### src/rtl/adder_bist_pkg.sv
// Shared constants for the full_adder BIST controller: FSM encoding, LFSR taps,
// corner-vector patterns and the error-counter width.
package adder_bist_pkg;

  typedef logic [1:0] bist_state_t;

  localparam bist_state_t StIdle  = 2'd0;
  localparam bist_state_t StDrive = 2'd1;
  localparam bist_state_t StDrain = 2'd2;
  localparam bist_state_t StDone  = 2'd3;

  // Fibonacci taps, 1-based bit positions of the (2*WIDTH+1)-bit LFSR.
  localparam int unsigned LfsrTapA4 = 9;
  localparam int unsigned LfsrTapB4 = 5;
  localparam int unsigned LfsrTapA8 = 17;
  localparam int unsigned LfsrTapB8 = 14;

  localparam int unsigned NumCorner = 4;
  // Alternating patterns; the low WIDTH bits give 1010.. / 0101.. for WIDTH 4 or 8.
  localparam logic [7:0] CornerAltA = 8'hAA;
  localparam logic [7:0] CornerAltB = 8'h55;

  localparam int unsigned ErrW = 8;

  function automatic int unsigned lfsr_tap_a(input int unsigned width);
    return (width == 8) ? LfsrTapA8 : LfsrTapA4;
  endfunction

  function automatic int unsigned lfsr_tap_b(input int unsigned width);
    return (width == 8) ? LfsrTapB8 : LfsrTapB4;
  endfunction

endpackage

### src/rtl/adder_bist_ctrl_lfsr.sv
// Fibonacci LFSR with synchronous reset/load to the seed and a step enable.
// An all-zero seed would lock up, so it is replaced by 1.
module bist_lfsr #(
  parameter int unsigned     Width = 9,
  parameter int unsigned     TapA  = 9,
  parameter int unsigned     TapB  = 5,
  parameter logic [Width-1:0] Seed = Width'(1)
) (
  input  logic             clk_i,
  input  logic             rst_i,
  input  logic             load_i,
  input  logic             en_i,
  output logic [Width-1:0] state_o
);

  localparam logic [Width-1:0] SeedEff = (Seed == '0) ? Width'(1) : Seed;

  logic [Width-1:0] state_q, state_d;

  always_comb begin
    state_d = state_q;
    if (load_i) begin
      state_d = SeedEff;
    end else if (en_i) begin
      state_d = {state_q[Width-2:0], state_q[TapA-1] ^ state_q[TapB-1]};
    end
  end

  always_ff @(posedge clk_i) begin
    if (rst_i) begin
      state_q <= SeedEff;
    end else begin
      state_q <= state_d;
    end
  end

  assign state_o = state_q;

endmodule

### src/rtl/adder_bist_ctrl.sv
// BIST controller for the registered full_adder: drives corner then LFSR vectors,
// predicts each result, aligns it to the adder latency and tallies mismatches.
module adder_bist_ctrl
  import adder_bist_pkg::*;
#(
  parameter int unsigned       WIDTH       = 4,
  parameter int unsigned       ADDER_LAT   = 1,
  parameter int unsigned       NUM_VECTORS = 32,
  parameter logic [2*WIDTH:0]  LFSR_SEED   = 'h1A5
) (
  input  logic             Clock,
  input  logic             Reset,
  input  logic             start,
  output logic [WIDTH-1:0] A,
  output logic [WIDTH-1:0] B,
  output logic             C_in,
  input  logic [WIDTH-1:0] sum,
  input  logic             C_out,
  output logic             busy,
  output logic             done,
  output logic             pass,
  output logic [ErrW-1:0]  err_count,
  output logic [ErrW-1:0]  first_fail_vec,
  output logic             first_fail_valid
);

  localparam int unsigned LfsrW     = 2 * WIDTH + 1;
  localparam logic [7:0]  LastIdx   = 8'(NUM_VECTORS - 1);
  localparam logic [7:0]  DrainLast = 8'(ADDER_LAT - 1);

  bist_state_t state_q, state_d;
  logic [7:0] vec_idx_q, vec_idx_d;
  logic [7:0] drain_cnt_q, drain_cnt_d;
  logic [WIDTH-1:0] a_q, a_d, b_q, b_d;
  logic cin_q, cin_d;
  logic vld_q, vld_d;
  logic [7:0] idx_q, idx_d;

  logic [WIDTH:0] pipe_exp_q [ADDER_LAT];
  logic [WIDTH:0] pipe_exp_d [ADDER_LAT];
  logic           pipe_vld_q [ADDER_LAT];
  logic           pipe_vld_d [ADDER_LAT];
  logic [7:0]     pipe_idx_q [ADDER_LAT];
  logic [7:0]     pipe_idx_d [ADDER_LAT];

  logic [ErrW-1:0] err_q, err_d, ffi_q, ffi_d;
  logic ffv_q, ffv_d, done_q, done_d, pass_q, pass_d;

  logic launch, lfsr_en, mismatch;
  logic [WIDTH:0] exp_in;
  logic [LfsrW-1:0] lfsr_state;

  assign launch  = start && ((state_q == StIdle) || (state_q == StDone));
  assign lfsr_en = (state_q == StDrive) && (vec_idx_q >= 8'(NumCorner));

  bist_lfsr #(
    .Width (LfsrW),
    .TapA  (lfsr_tap_a(WIDTH)),
    .TapB  (lfsr_tap_b(WIDTH)),
    .Seed  (LFSR_SEED)
  ) u_lfsr (
    .clk_i   (Clock),
    .rst_i   (Reset),
    .load_i  (launch),
    .en_i    (lfsr_en),
    .state_o (lfsr_state)
  );

  always_comb begin
    state_d     = state_q;
    vec_idx_d   = vec_idx_q;
    drain_cnt_d = drain_cnt_q;
    a_d         = '0;
    b_d         = '0;
    cin_d       = 1'b0;
    vld_d       = 1'b0;
    idx_d       = '0;
    case (state_q)
      StIdle, StDone: begin
        if (start) begin
          state_d   = StDrive;
          vec_idx_d = '0;
        end
      end
      StDrive: begin
        vld_d = 1'b1;
        idx_d = vec_idx_q;
        case (vec_idx_q)
          8'd0: begin a_d = '0; b_d = '0; cin_d = 1'b0; end
          8'd1: begin a_d = '1; b_d = '1; cin_d = 1'b1; end
          8'd2: begin a_d = '1; b_d = '0; cin_d = 1'b1; end
          8'd3: begin
            a_d   = CornerAltA[WIDTH-1:0];
            b_d   = CornerAltB[WIDTH-1:0];
            cin_d = 1'b0;
          end
          default: begin
            a_d   = lfsr_state[WIDTH-1:0];
            b_d   = lfsr_state[2*WIDTH-1:WIDTH];
            cin_d = lfsr_state[2*WIDTH];
          end
        endcase
        vec_idx_d = vec_idx_q + 8'd1;
        if (vec_idx_q == LastIdx) begin
          state_d     = StDrain;
          drain_cnt_d = '0;
        end
      end
      StDrain: begin
        if (drain_cnt_q == DrainLast) begin
          state_d = StDone;
        end else begin
          drain_cnt_d = drain_cnt_q + 8'd1;
        end
      end
      default: state_d = StIdle;
    endcase
  end

  // Prediction is taken from the registered operands so it lines up with the adder input.
  assign exp_in = {1'b0, a_q} + {1'b0, b_q} + (WIDTH + 1)'(cin_q);

  always_comb begin
    pipe_exp_d[0] = exp_in;
    pipe_vld_d[0] = vld_q;
    pipe_idx_d[0] = idx_q;
    for (int i = 1; i < ADDER_LAT; i++) begin
      pipe_exp_d[i] = pipe_exp_q[i-1];
      pipe_vld_d[i] = pipe_vld_q[i-1];
      pipe_idx_d[i] = pipe_idx_q[i-1];
    end
  end

  assign mismatch = pipe_vld_q[ADDER_LAT-1] && ({C_out, sum} != pipe_exp_q[ADDER_LAT-1]);

  always_comb begin
    err_d = err_q;
    ffv_d = ffv_q;
    ffi_d = ffi_q;
    if (launch) begin
      err_d = '0;
      ffv_d = 1'b0;
      ffi_d = '0;
    end else if (mismatch) begin
      if (err_q != '1) begin
        err_d = err_q + 1'b1;
      end
      if (!ffv_q) begin
        ffv_d = 1'b1;
        ffi_d = pipe_idx_q[ADDER_LAT-1];
      end
    end
    done_d = (state_q == StDone) && !launch;
    pass_d = done_d && (err_d == '0);
  end

  always_ff @(posedge Clock) begin
    if (Reset) begin
      state_q     <= StIdle;
      vec_idx_q   <= '0;
      drain_cnt_q <= '0;
      a_q         <= '0;
      b_q         <= '0;
      cin_q       <= 1'b0;
      vld_q       <= 1'b0;
      idx_q       <= '0;
      err_q       <= '0;
      ffv_q       <= 1'b0;
      ffi_q       <= '0;
      done_q      <= 1'b0;
      pass_q      <= 1'b0;
      for (int i = 0; i < ADDER_LAT; i++) begin
        pipe_exp_q[i] <= '0;
        pipe_vld_q[i] <= 1'b0;
        pipe_idx_q[i] <= '0;
      end
    end else begin
      state_q     <= state_d;
      vec_idx_q   <= vec_idx_d;
      drain_cnt_q <= drain_cnt_d;
      a_q         <= a_d;
      b_q         <= b_d;
      cin_q       <= cin_d;
      vld_q       <= vld_d;
      idx_q       <= idx_d;
      err_q       <= err_d;
      ffv_q       <= ffv_d;
      ffi_q       <= ffi_d;
      done_q      <= done_d;
      pass_q      <= pass_d;
      for (int i = 0; i < ADDER_LAT; i++) begin
        pipe_exp_q[i] <= pipe_exp_d[i];
        pipe_vld_q[i] <= pipe_vld_d[i];
        pipe_idx_q[i] <= pipe_idx_d[i];
      end
    end
  end

  assign A                = a_q;
  assign B                = b_q;
  assign C_in             = cin_q;
  assign busy             = (state_q == StDrive) || (state_q == StDrain);
  assign done             = done_q;
  assign pass             = pass_q;
  assign err_count        = err_q;
  assign first_fail_vec   = ffi_q;
  assign first_fail_valid = ffv_q;

endmodule

### config.mk
export PLATFORM = sky130hd
export DESIGN_NAME = adder_bist_ctrl
export DESIGN_NICKNAME = d
export VERILOG_FILES = /design/src/rtl/adder_bist_pkg.sv /design/src/rtl/adder_bist_ctrl_lfsr.sv /design/src/rtl/adder_bist_ctrl.sv
export SDC_FILE = /design/constraint.sdc
export NUM_CORES = 1
export LEC_CHECK = 0
export CORE_ASPECT_RATIO = 0.7
export CORE_MARGIN = 3
export CORE_UTILIZATION = 59
export CTS_CLUSTER_DIAMETER = 200
export DETAILED_ROUTE_END_ITERATION = 10
export GPL_TIMING_DRIVEN = 0
export HOLD_SLACK_MARGIN = 0.12
export PLACE_DENSITY = 0.86
export SETUP_SLACK_MARGIN = 0.15
export SKIP_CTS_REPAIR_TIMING = 1
export SLEW_MARGIN = 20
export SYNTH_ARGS = -nofsm -noshare
export SYNTH_HDL_FRONTEND = slang
export SYNTH_SLANG_ARGS = --single-unit
### constraint.sdc
create_clock -name Clock -period 3.32 [get_ports Clock]
set_clock_uncertainty 0.15 [all_clocks]
set_input_delay 0.664 -clock Clock [delete_from_list [all_inputs] [get_ports Clock]]
set_output_delay 0.664 -clock Clock [all_outputs]
set_load 0.02 [all_outputs]
==> impl_metrics.ini, run 1 <==
[final_layout]
layout-drive-gt1-share = 0.0739
syn2layout_area_growth_pct = 21.3
num_antenna_cells = 0
mostFrequentLayoutCell = dfxtp_1
commonest_non_fill_non_tap_cells_in_the_layout = dfxtp_1 (78), nand2_1 (43), nor2_1 (39)
design.final.nets = 425

[timing]
fin_hold_ws_ns = 0.298
worst_slew_margin_rel = 0.563
rsz0062_at_grt = false
timing_worst_slew_pin_value_ns = 0.655
top_achievable_clock_speed_mhz = 364
hold_viol_final = 0
finalCritPeriodShare = 0.828
setup_violators_final = 0
slew_violations = 0
setup_total_negative_slack_ns = 0
period_needed_ns = 2.75

[detailed_routing]
postRouteAntennaNets = 0
post_drt_wl_per_cell_um = 14.2
drt_iter0_drc = 169
route.detailed.drc = 0
drt-vias-per-instance = 5.44
detailedRoute.firstPassIterationCount = 4
via_count = 2598
detail_route.wirelength_um = 6780

[critical_path]
worstSetupEndpointType = output port
cp_max_fo = 6
worst_r2r_startpoint = state_q[0]
cp-start-kind = register
data_required_critical_path_ns = 2.51
critPathKind = register to output port
arrival_ns = 1.94
worstSetupStartpoint = state_q[0]

[yosys]
synth_top_flop_cell = dfxtp_1
ys_warn_count = 0
synthSimpleGateAreaFrac = 0.235
post_synth_xor_area_fraction = 0.0589
synth_cell_types = 46
yosys_register_bits = 78
synth_sequential_area_ratio = 0.477
syn-cell-area_sq_um = 3270
netlist_instances = 354
main_combinational_cell_family_by_area_after_synthesis = simple AND/OR/NAND/NOR gates
synthAdderAreaFrac = 0.0658
postSynthNetCount = 378
post_synth.cell_area_avg_sq_um = 9.24
synthMuxAreaShare = 0.0337
synth-compound-area-share = 0.0979
async_flop_share = 0
synth-edff-count = 0

[cts]
cts_root_buffer = clkbuf_8
cts_tree = done
htree_num_levels = 3
cts.clk_slew.worst_paths_ns = 0.08
cts_inserted_buffers = 9
clock_path_buffers = 2
clk-insertion-delay-late_ns = 0.35
number_of_clock_sinks_seen_by_cts = 78

[floorplan]
initial_core_util = 0.619
die-area_sq_um = 6490
ios = 37
design.core.area_sq_um = 5290
floorplan.rows = 22
dieWidth_um = 95.0
dieHeight_um = 68.3

[global_route]
grt_pass1_wl_um = 11500
first_global_vias = 2515
all_layer_gr_usage = 0.236
grt_max_degree = 15
grt_residual_overflow = 0
antenna_found_initial = 0

[run]
cap_viol_max_count = 0

[pwr]
power_density_nw_per_um2 = 624
p_leak_nw = 1.55
total_power_draw_mw = 2.48
ir_worst_vdd_mv = 0.377

[placed_design]
portBuffers = 36
gpl.final_weighted_congestion = 0.862
dpl.hpwl_um = 4850

[status]
outcome = completed

[worst_hold_path]
hold_path_startpoint = idx_q[2]
holdCritPathClass = register to register
==> Yosys cell counts, drive strengths merged (4+ instances only) <==
master / instances / share of area
nand4: 5 / 0.0096
nand2: 43 / 0.049
or3: 4 / 0.0092
dfxtp: 78 / 0.48
inv: 16 / 0.018
ha: 14 / 0.054
a21oi: 23 / 0.035
nor2: 41 / 0.049
nor2b: 11 / 0.021
and3: 11 / 0.023
mux2i: 11 / 0.034
nand2b: 5 / 0.0096
nand3: 17 / 0.030
xnor2: 12 / 0.032
o211ai: 4 / 0.0092
clkbuf: 5 / 0.0057
xor2: 10 / 0.027
o21ai: 10 / 0.016
nor3: 5 / 0.0076
buf: 4 / 0.0076
==> per-stage QoR <==
step / area [sq um] / cells / setup WS (ns) / utilization
finish: 3970 / 478 / 0.570 / 0.750
global route: 3970 / 478 / 0.494 / 0.750
CTS: 3970 / 478 / 0.579 / 0.750
detailed placement: 3720 / 462 / 0.591 / 0.704
global placement: 3720 / 462 / 0.650 / 0.704
floorplan: 3270 / 354 / 1.29 / -
==> registers in the layout, summed over array words and instances, names as in the netlist, 2 cells and up <==
register	flops
u_lfsr.state_o	9
drain_cnt_q	8
err_count	8
first_fail_vec	8
idx_q	8
pipe_idx_q	8
vec_idx_q	8
pipe_exp_q	5
A	4
B	4
state_q	2
==> metal layers <==
metal	vias to the layer above	part of all wire	wire length (um)	GRT usage
met4	0	0.020	138	0.0809
met3	15	0.064	434	0.0989
met2	68	0.47	3160	0.384
met1	1218	0.45	3050	0.284
li1	1297	-	-	-
met5	-	0	0	0
==> critical path, cell delays in order (launching register included) <==
cell and delay [ns]:
dfxtp_1 0.43, inv_1 0.07, ha_1 0.37, inv_1 0.11
clkdlybuf4s50_1 0.61
==> power by group <==
group          switching (mW)  total (mW)  internal (mW)
registers              0.0433        1.03          0.983
logic                   0.382       0.594          0.211
clock network           0.352       0.855          0.503
==> path summary, 6_finish.rpt <==
path	slack, ns	endpoint	cells after the start
setup / recovery	0.57	busy	4
setup reg to reg	1.00	pass	7
hold reg to reg	0.30	pipe_idx_q[0][2]	1
hold / removal	0.30	pipe_idx_q[0][2]	1
==> kinds of logic (layout without fill, tap and decap cells) <==
group	Yosys count	count (layout)
simple gates	152	152
fa+ha+maj	16	16
buf+inv	25	77
flops	78	78
xor+xnor	22	22
mux	11	11
compound gates	50	50
==> cell type report <==
class,count,area [sq um]
clock buffer,9,124
inverter,16,60.1
timing repair buffer,36,360
sequential,78,1560
clock inverter,7,121
multi-input combinational,251,1610
buffer,9,43.8
tap,72,90.1
fill,383,1320
(Power assumes the default switching activity.)
==> run 2, diff against run 1 <==
CORE_UTILIZATION = 55   (was 59)
PLACE_DENSITY = 0.81   (was 0.86)
clock period = 2.9 ns   (was 3.32 ns; I/O delays follow)
==> run 2 against run 1 <==
- die area is 6.7% higher
- flip-flop and latch count unchanged
- via count fell by 2.4%
- critical endpoint unchanged
- hold slack worse by 0.013 ns
- critical path type unchanged
- clock-buffer cell count stayed put
- sequential share of layout area up 0.16 points
- highest routed layer unchanged
==> impl_metrics.ini, run 2 (synthesis gave the netlist of run 1 again) <==
[timing]
worst_slew_margin_rel = 0.554
timing_worst_slew_pin_value_ns = 0.669
finalCritPeriodShare = 0.915
top_achievable_clock_speed_mhz = 377
setup_total_negative_slack_ns = 0
hold_viol_final = 0
period_needed_ns = 2.65
setup_violators_final = 0
slew_violations = 0
rsz0062_at_grt = false

[final_layout]
post_route_cell_area_sq_um = 3950
layout-drive-gt1-share = 0.0739
design.final.nets = 425
mostFrequentLayoutCell = dfxtp_1
num_antenna_cells = 0
n_fill_cell = 414
finalCoreUtilization = 0.721
syn2layout_area_growth_pct = 20.8
commonest_non_fill_non_tap_cells_in_the_layout = dfxtp_1 (78), nand2_1 (43), nor2_1 (39)
largest_register_ffs = 9

[detailed_routing]
route.met3.wl_um = 346
wl_met2_um = 2830
drt_iter0_drc = 133
drt-vias-per-instance = 5.30
postRouteAntennaNets = 0
detailedRoute.firstPassIterationCount = 4
via_count = 2535
maxUsedRoutingLayer = met4
post_drt_wl_per_cell_um = 13.6
drt-met1-wl_um = 3230
detail_route.wirelength_um = 6490
route.detailed.drc = 0

[critical_path]
setup.reg_to_reg.worst_slack_ns = 0.50
reg2regPathDepth = 7
arrival_ns = 1.92
cp_max_fo = 6
path_common_cell = inv_1
timing.critical_path.slowest_stage_cell = clkdlybuf4s50_1
worstPathCellList = inv_1, ha_1, inv_1, clkdlybuf4s50_1
crit_path_max_incr_delay_ns = 0.61
critical_path.n_buffers_inverters = 3
worst_r2r_startpoint = state_q[0]
cp-start-kind = register
critPathKind = register to output port
rr_endpoint = pass
data_required_critical_path_ns = 2.17
worstSetupEndpointType = output port
timing.critical_path.max_delay_family = buffers and inverters

[pwr]
p_leak_nw = 1.53
ir_worst_vdd_mv = 0.449
total_power_draw_mw = 2.76
power_density_nw_per_um2 = 698

[worst_hold_path]
worstHoldPathCells = 1
holdCritPathClass = register to register
hold_path_startpoint = idx_q[3]
hold_path_end = pipe_idx_q[0][3]

[floorplan]
initial_core_util = 0.597
die-area_sq_um = 6920
design.core.area_sq_um = 5480
dieWidth_um = 98.2
ios = 37
floorplan.rows = 22
dieHeight_um = 70.5

[global_route]
grt_max_degree = 16
all_layer_gr_usage = 0.201
first_global_vias = 2391
antenna_found_initial = 0
grt_pass1_wl_um = 11100
grt_residual_overflow = 0

[placed_design]
portBuffers = 36
gpl.final_weighted_congestion = 0.861
place_area_sq_um = 3720
dpl.hpwl_um = 4850

[cts]
htree_num_levels = 3
clock_path_buffers = 2
cts_inserted_buffers = 9
clk-insertion-delay-late_ns = 0.36
cts_tree = done
cts_root_buffer = clkbuf_8
number_of_clock_sinks_seen_by_cts = 78
cts.clk_slew.worst_paths_ns = 0.09

[run]
cap_viol_max_count = 0

[status]
outcome = completed
run 2: worst max-delay path by stage:
stage,startpoint,to,cells after the start
2_1_floorplan,err_count[0],pass,7
3_3_place_gp,Reset,pass,6
3_5_place_dp,Reset,pass,6
4_1_cts,state_q[0],busy,4
5_1_grt,state_q[0],busy,4
6_report,state_q[0],busy,4
run 2: area by class of cell:
class                           instances  area [sq um]  share of cell area
Multi-Input combinational cell        251          1610               0.406
Sequential cell                        78          1560               0.395
Timing Repair Buffer                   36           360              0.0912
Clock buffer                            9           124              0.0314
Clock inverter                          7           105              0.0266
Tap cell                               72          90.1              0.0228
Inverter                               16          60.1              0.0152
Buffer                                  9          43.8              0.0111
run 2: worst register-to-register path: cells and delay by family (launching register included):
kind / cells / cell delay [ns]
buf+inv: 1 / 0.07
mux: 1 / 0.20
fa+ha+maj: 1 / 0.36
flops: 1 / 0.42
compound gates: 2 / 0.78
simple gates: 2 / 0.38
run 2: per-layer routing:
| metal | vias to the layer above | GRT usage |
|---|---|---|
| li1 | 1297 | - |
| met5 | - | 0 |
| met4 | 0 | 0.0742 |
| met2 | 60 | 0.310 |
| met1 | 1167 | 0.263 |
| met3 | 11 | 0.0679 |
run 2: power by group:
| group | total (mW) | internal (mW) | switching [mW] |
|---|---|---|---|
| Sequential | 1.17 | 1.13 | 0.0463 |
| Clock | 0.913 | 0.496 | 0.417 |
| Combinational | 0.672 | 0.241 | 0.432 |
run 2: per-stage QoR:
stage | hold slack [ns] | std cells | setup WS (ns)
after floorplan | 0.264 | 354 | 0.905
after global placement | 0.273 | 462 | 0.281
after detailed placement | 0.276 | 462 | 0.154
after CTS | 0.289 | 478 | 0.236
after global routing | 0.306 | 478 | 0.156
final | 0.284 | 478 | 0.245
==> run 3, diff against run 2 <==
--- a/config.mk
+++ b/config.mk
@@ -7,2 +7,3 @@
 export LEC_CHECK = 0
+export CAP_MARGIN = 5
 export CORE_ASPECT_RATIO = 0.7
--- a/constraint.sdc
+++ b/constraint.sdc
@@ -4,2 +4,2 @@
 set_output_delay 0.58 -clock Clock [all_outputs]
-set_load 0.02 [all_outputs]
+set_load 0.005 [all_outputs]
==> results of run 3 <==
The final DEF is identical to that of run 2. Status: completed.
Main changes from that run: setup slack after layout 0.245 ns -> 0.348 ns; total power 2.76 mW -> 2.72 mW; worst IR drop on VDD 0.449 mV -> 0.448 mV
